<file path="config.mk">
export PLATFORM = sky130hd
export DESIGN_NAME = qspi_rx_deser
export DESIGN_NICKNAME = d
export VERILOG_FILES = /design/src/rtl/qspi_rx_deser.sv
export SDC_FILE = /design/constraint.sdc
export NUM_CORES = 1
export LEC_CHECK = 0
export ABC_CLOCK_PERIOD_IN_PS = 7500
export BUFFER_PORTS_ARGS = -buffer_cell sky130_fd_sc_hd__buf_4
export CAP_MARGIN = 20
export CORE_ASPECT_RATIO = 1.25
export CORE_MARGIN = 10
export CORE_UTILIZATION = 55
export CTS_CLUSTER_SIZE = 12
export DETAILED_ROUTE_END_ITERATION = 6
export HOLD_SLACK_MARGIN = 0.02
export PLACE_DENSITY = 0.73
export SYNTH_ARGS = -nofsm -noshare
export SYNTH_HDL_FRONTEND = slang
export SYNTH_SLANG_ARGS = --single-unit
</file>
<file path="constraint.sdc">
create_clock -name clk_i -period 7.5 [get_ports clk_i]
set_input_delay 0.375 -clock clk_i [delete_from_list [all_inputs] [get_ports clk_i]]
set_output_delay 0.375 -clock clk_i [all_outputs]
set_load 0.01 [all_outputs]
</file>
<file path="src/rtl/qspi_rx_deser.sv">
// ============================================================================
//  Module      : qspi_rx_deser
//  Description : Quad SPI receive deserialiser. Packs single/dual/quad lane
//                samples into DATA_W-bit words (MSB- or LSB-first), queues
//                full or flushed partial words in a small output FIFO with a
//                valid/ready handshake.
//                Optional macro QSPI_RX_WORD_CNT_EN adds a saturating count
//                of successfully pushed words on word_cnt_o.
//  Revision    : 1.0 - initial release
// ============================================================================
`default_nettype none

module qspi_rx_deser #(
  parameter int DATA_W     = 32,
  parameter int FIFO_DEPTH = 4
) (
  input  logic                              clk_i,
  input  logic                              rst_i,
  input  logic                              start_i,
  input  logic [1:0]                        mode_i,
  input  logic                              msb_first_i,
  input  logic                              sample_i,
  input  logic [3:0]                        sd_i,
  input  logic                              flush_i,
  output logic [DATA_W-1:0]                 data_o,
  output logic [$clog2(DATA_W+1)-1:0]       bits_o,
  output logic                              valid_o,
  input  logic                              ready_i,
  output logic [$clog2(FIFO_DEPTH+1)-1:0]   level_o,
  output logic                              busy_o,
  output logic                              overrun_o
`ifdef QSPI_RX_WORD_CNT_EN
  ,
  output logic [15:0]                       word_cnt_o
`endif
);

  localparam int CW = $clog2(DATA_W+1);
  localparam int LW = $clog2(FIFO_DEPTH+1);
  localparam int PW = $clog2(FIFO_DEPTH);

  localparam logic [1:0] MODE_SINGLE = 2'b00;
  localparam logic [1:0] MODE_DUAL   = 2'b01;
  localparam logic [1:0] MODE_QUAD   = 2'b10;

  // Latched transaction configuration and shift state
  logic [1:0]        mode_lat;
  logic              msb_lat;
  logic [DATA_W-1:0] shreg;
  logic [CW-1:0]     cnt;

  // Combinational view of this cycle
  logic [1:0]        eff_mode;
  logic              eff_msb;
  logic [DATA_W-1:0] base_sh;
  logic [CW-1:0]     base_cnt;
  logic [CW-1:0]     step;
  logic [DATA_W-1:0] sh_msb;
  logic [DATA_W-1:0] sh_lsb;
  logic              do_sample;
  logic [DATA_W-1:0] sh_after;
  logic [CW-1:0]     cnt_after;
  logic              word_full;
  logic              push;
  logic [DATA_W-1:0] sh_next;
  logic [CW-1:0]     cnt_next;

  // FIFO storage and status
  logic [DATA_W-1:0] fifo_data [FIFO_DEPTH];
  logic [CW-1:0]     fifo_bits [FIFO_DEPTH];
  logic [PW-1:0]     rd_ptr;
  logic [PW-1:0]     wr_ptr;
  logic [LW-1:0]     level;
  logic [LW-1:0]     level_next;
  logic              valid;
  logic              busy;
  logic              overrun;
  logic              pop;
  logic              fifo_full;
  logic              push_ok;
  logic              drop;

  // Shift path: start clears first, then the sample is applied, then a push
  // (full word or flush) empties the shift register.
  always_comb begin
    eff_mode  = start_i ? mode_i      : mode_lat;
    eff_msb   = start_i ? msb_first_i : msb_lat;
    base_sh   = start_i ? '0 : shreg;
    base_cnt  = start_i ? '0 : cnt;
    step      = '0;
    sh_msb    = base_sh;
    sh_lsb    = base_sh;
    case (eff_mode)
      MODE_SINGLE: begin
        step   = CW'(1);
        sh_msb = {base_sh[DATA_W-2:0], sd_i[1]};
        sh_lsb = {sd_i[1], base_sh[DATA_W-1:1]};
      end
      MODE_DUAL: begin
        step   = CW'(2);
        sh_msb = {base_sh[DATA_W-3:0], sd_i[1:0]};
        sh_lsb = {sd_i[1:0], base_sh[DATA_W-1:2]};
      end
      MODE_QUAD: begin
        step   = CW'(4);
        sh_msb = {base_sh[DATA_W-5:0], sd_i};
        sh_lsb = {sd_i, base_sh[DATA_W-1:4]};
      end
      default: begin
        step   = '0;
      end
    endcase
    // Reserved lane mode swallows samples
    do_sample = sample_i && (eff_mode != 2'b11);
    sh_after  = do_sample ? (eff_msb ? sh_msb : sh_lsb) : base_sh;
    cnt_after = do_sample ? (base_cnt + step) : base_cnt;
    word_full = (cnt_after == CW'(DATA_W));
    // A flush on the completing sample pushes just the one full word
    push      = word_full || (flush_i && (cnt_after != '0));
    sh_next   = push ? '0 : sh_after;
    cnt_next  = push ? '0 : cnt_after;
  end

  // FIFO bookkeeping: a pop in the same cycle frees the slot for a push
  always_comb begin
    pop       = valid && ready_i;
    fifo_full = (level == LW'(FIFO_DEPTH));
    push_ok   = push && (!fifo_full || pop);
    drop      = push && !push_ok;
    level_next = level;
    case ({push_ok, pop})
      2'b10:   level_next = level + LW'(1);
      2'b01:   level_next = level - LW'(1);
      default: level_next = level;
    endcase
  end

  // Shift register, bit count and latched configuration
  always_ff @(posedge clk_i or posedge rst_i) begin
    if (rst_i) begin
      mode_lat <= MODE_QUAD;
      msb_lat  <= 1'b1;
      shreg    <= '0;
      cnt      <= '0;
    end else begin
      if (start_i) begin
        mode_lat <= mode_i;
        msb_lat  <= msb_first_i;
      end
      shreg <= sh_next;
      cnt   <= cnt_next;
    end
  end

  // FIFO storage and pointers; entries are cleared on reset so the head reads 0
  always_ff @(posedge clk_i or posedge rst_i) begin
    if (rst_i) begin
      for (int i = 0; i < FIFO_DEPTH; i++) begin
        fifo_data[i] <= '0;
        fifo_bits[i] <= '0;
      end
      rd_ptr <= '0;
      wr_ptr <= '0;
    end else begin
      if (push_ok) begin
        fifo_data[wr_ptr] <= sh_after;
        fifo_bits[wr_ptr] <= cnt_after;
        wr_ptr            <= wr_ptr + PW'(1);
      end
      if (pop) begin
        rd_ptr <= rd_ptr + PW'(1);
      end
    end
  end

  // Registered status flags; a drop in the start cycle still reports overrun
  always_ff @(posedge clk_i or posedge rst_i) begin
    if (rst_i) begin
      level   <= '0;
      valid   <= 1'b0;
      busy    <= 1'b0;
      overrun <= 1'b0;
    end else begin
      level   <= level_next;
      valid   <= (level_next != '0);
      busy    <= (cnt_next != '0);
      overrun <= (overrun && !start_i) || drop;
    end
  end

`ifdef QSPI_RX_WORD_CNT_EN
  logic [15:0] word_cnt;

  // Saturating count of accepted pushes, restarted by each new transaction
  always_ff @(posedge clk_i or posedge rst_i) begin
    if (rst_i) begin
      word_cnt <= '0;
    end else begin
      if (start_i) begin
        word_cnt <= push_ok ? 16'd1 : 16'd0;
      end else if (push_ok && (word_cnt != 16'hFFFF)) begin
        word_cnt <= word_cnt + 16'd1;
      end
    end
  end

  assign word_cnt_o = word_cnt;
`endif

  assign data_o    = fifo_data[rd_ptr];
  assign bits_o    = fifo_bits[rd_ptr];
  assign valid_o   = valid;
  assign level_o   = level;
  assign busy_o    = busy;
  assign overrun_o = overrun;

endmodule

`default_nettype wire

</file>
==> metrics.yaml <==
cells_and_area:
  multi_input_area_sq_um: 5300
  synthToLayoutAreaGrowth_pct: 11.8
  antenna_cells: 0
  instances_no_fill: 1190
  nets: 938
  drive_above_1_share_pct: 31.8
  seqCellArea_sq_um: 5080
  fillers: 1501
floorplan:
  die_w_um: 145
  core_area_sq_um: 19300
  die_h_um: 176
  initial_core_util_pct: 55.6
  placementRows: 57
  io_pins: 57
  die_area_sq_um: 25600
power:
  p_seq_share_pct: 42.5
  total_power_mw: 3.66
  p_sw_mw: 1.12
  combPwrFrac_pct: 28.2
  intPower_mw: 2.54
  sw_frac_of_total_pct: 30.6
  pwr-share-clk_pct: 29.2
  cellLeakagePower_nw: 5.50
  p_per_area_nw_per_um2: 305
  peakVddDrop_v: 0.000224
synthesis:
  synth_area_leader_cell: "dfrtp_1"
  synth_top_cells_by_count: "dfrtp_1, mux2_2, nand2_1, mux4_2, a21oi_1"
  synth_top_area_share_pct: 46.8
  syn_avg_cell_area_sq_um: 12.1
  yosys_warnings: 0
  synth_cell_types: 62
  ys_seq_elements: 203
  synth_area_leaders: "dfrtp_1, mux2_2, mux4_2"
  ys_seq_area_share_pct: 47.3
  async_flop_share_pct: 100
  synth_edf_count: 0
  synth_fp_nets: 908
  synth_ff_type: "dfrtp_1"
  synthesis.area_sq_um: 10800
  synth.most_common_cell: "dfrtp_1"
  synth_cells: 886
global_routing:
  grt_util_met1_pct: 25.0
  grt_pass1_vias: 7607
  grt_pass1_wl_um: 41800
  antenna_found_initial: 0
  busiest_layer: "met2"
  met2_usage_pct: 34.6
  track_usage_pct: 19.7
  grt_max_degree: 124
  gr-total-overflow: 0
  use_met3_pct: 2.64
clock_network:
  ctsResizeCount: 0
  numClockSinks: 203
  tritoncts: "yes"
  htreeDepth: 1
  cts_hold_buf: 0
  clk_pin_slew_ps: 60
  clockBufferDepth: 3
  worstSkewPairLatency_ps: 520
  root_buffer: "clkbuf_16"
  post-cts-setup-buffers: 0
  cts_buffers: 22
timing:
  rsz0062_at_grt: "no"
  worst_pin_slew_ps: 1060
  hold_ws_ps: -8.63
  slew_violations: 0
  slew_headroom_pct: 29.4
  setup_viol_count_final: 0
  setup_tns_ps: 0
  layout_worst_path_cycle_share_pct: 76.8
  min_period_ps: 5760
  fmax_ghz: 0.174
  skew_ps: 9.01
  hold_viol_final: 5
placement:
  post-place-cells: 1157
  numPortBuffers: 56
  routabilityCongestion: 0.872
  hpwl_um: 16200
route:
  antenna_left: 0
  wirelength_um: 25400
  first_pass_iters: 6
  drt_iter0_drc: 428
  via_count: 7496
  vias_per_cell: 6.30
  drc: 0
  avgRoutedWirePerCell_um: 21.4
critical_path:
  reg2reg_depth: 16
  cp.arrival_ps: 6140
  crit_fanout: 25
  worstPathRequired_ps: 7880
  start_kind: "flip-flop"
  worstReg2RegEnd: "valid_o"
  reg2reg_slack_ps: 1740
  path_class: "flip-flop to flip-flop"
  crit_path_end_kind: "flip-flop"
  timing.rr.start: "mode_lat[1]"
run_status:
  failed_checks: "hold timing"
  status: "finished with violations"
flow_run:
  max_cap_violations: 0
min_path:
  hold_path_class: "input pin to async pin"
[layout make-up]
class                           instances  area share, %
Timing Repair Buffer                   72           4.50
Clock inverter                          6          0.875
Clock buffer                           27           4.99
Inverter                               14          0.500
Sequential cell                       203           42.3
Multi-Input combinational cell        603           44.1
Tap cell                              265           2.76
[metrics by stage]
stage	utilization [%]	hold slack (ps)	setup slack [ps]	instance area (sq um)
2_1_floorplan	-	441	1590	10800
3_3_place_gp	58.5	457	1910	11300
3_5_place_dp	58.5	468	1750	11300
4_1_cts	62.2	53.7	1830	12000
5_1_grt	62.2	62.5	1410	12000
6_report	62.2	-8.63	1740	12000
[worst max path at each step]
| stage | start | endpoint | slack [ps] | cells past startpoint |
|---|---|---|---|---|
| floorplan | rst_i | busy_o | 1590 | 1 |
| global placement | start_i | valid_o | 1910 | 17 |
| detailed placement | start_i | valid_o | 1750 | 17 |
| CTS | mode_lat[1] | valid_o | 1830 | 16 |
| global route | mode_lat[1] | valid_o | 1410 | 16 |
| finish | mode_lat[1] | valid_o | 1740 | 16 |
[cell usage in the layout (no fill, tap or decap), types with 10 or more instances in the layout]
| cell | instances |
|---|---|
| dfrtp_1 | 199 |
| mux2_2 | 135 |
| buf_4 | 72 |
| nand2_1 | 69 |
| mux4_2 | 38 |
| a21oi_1 | 37 |
| nor2_1 | 34 |
| o21ai_0 | 34 |
| mux2_1 | 28 |
| clkbuf_16 | 22 |
| a221oi_1 | 20 |
| and2_1 | 20 |
| a22oi_1 | 18 |
| mux2i_1 | 18 |
| a211oi_1 | 15 |
| nor4_1 | 14 |
| nor3_1 | 11 |
| nor2b_1 | 10 |
| inv_1 | 10 |
[layer usage]
| metal | part of all wire (%) | vias up |
|---|---|---|
| met1 | 42 | 3862 |
| met4 | 2.0 | 0 |
| met5 | 0 | - |
| li1 | - | 3387 |
| met2 | 52 | 210 |
| met3 | 4.6 | 37 |
[flip-flops by register name, summed over array words and instances, names as in the netlist]
register,flops
valid_o,1
busy_o,1
wr_ptr,2
fifo_data,128
shreg,32
fifo_bits,24
cnt,6
level_o,3
overrun_o,1
msb_lat,1
rd_ptr,2
mode_lat,2
[worst max-delay path: stages, from the launching register on]
cell	delay (ps)
dfstp_2	890
mux2i_2	130
buf_4	260
inv_1	600
nor2_1	230
fa_1	470
a21oi_1	160
and4b_1	220
mux2i_1	500
and4bb_2	780
or3_1	250
inv_1	80
fa_1	450
xnor2_1	240
nand2_1	80
o22ai_1	140
a32oi_1	120
[power by group through the flow]
stage	logic, mW	registers [mW]	clock network, mW
floorplan	0.805	1.47	0
global placement	1.03	1.56	0
detailed placement	1.05	1.58	0
CTS	1.05	1.56	1.09
global route	1.13	1.60	1.13
finish	1.03	1.56	1.07
[logic make-up (layout without fill, tap and decap cells)]
kind of cell    count (synthesis)  in the layout  synth area share [%]
buf+inv                        80            119                  3.75
compound gates                184            184                  12.1
flops                         203            203                  47.3
mux                           221            221                  27.0
fa+ha+maj                       9              9                  1.19
simple gates                  180            180                  8.02
xor+xnor                        9              9                 0.733
(Power assumes the default switching activity.)
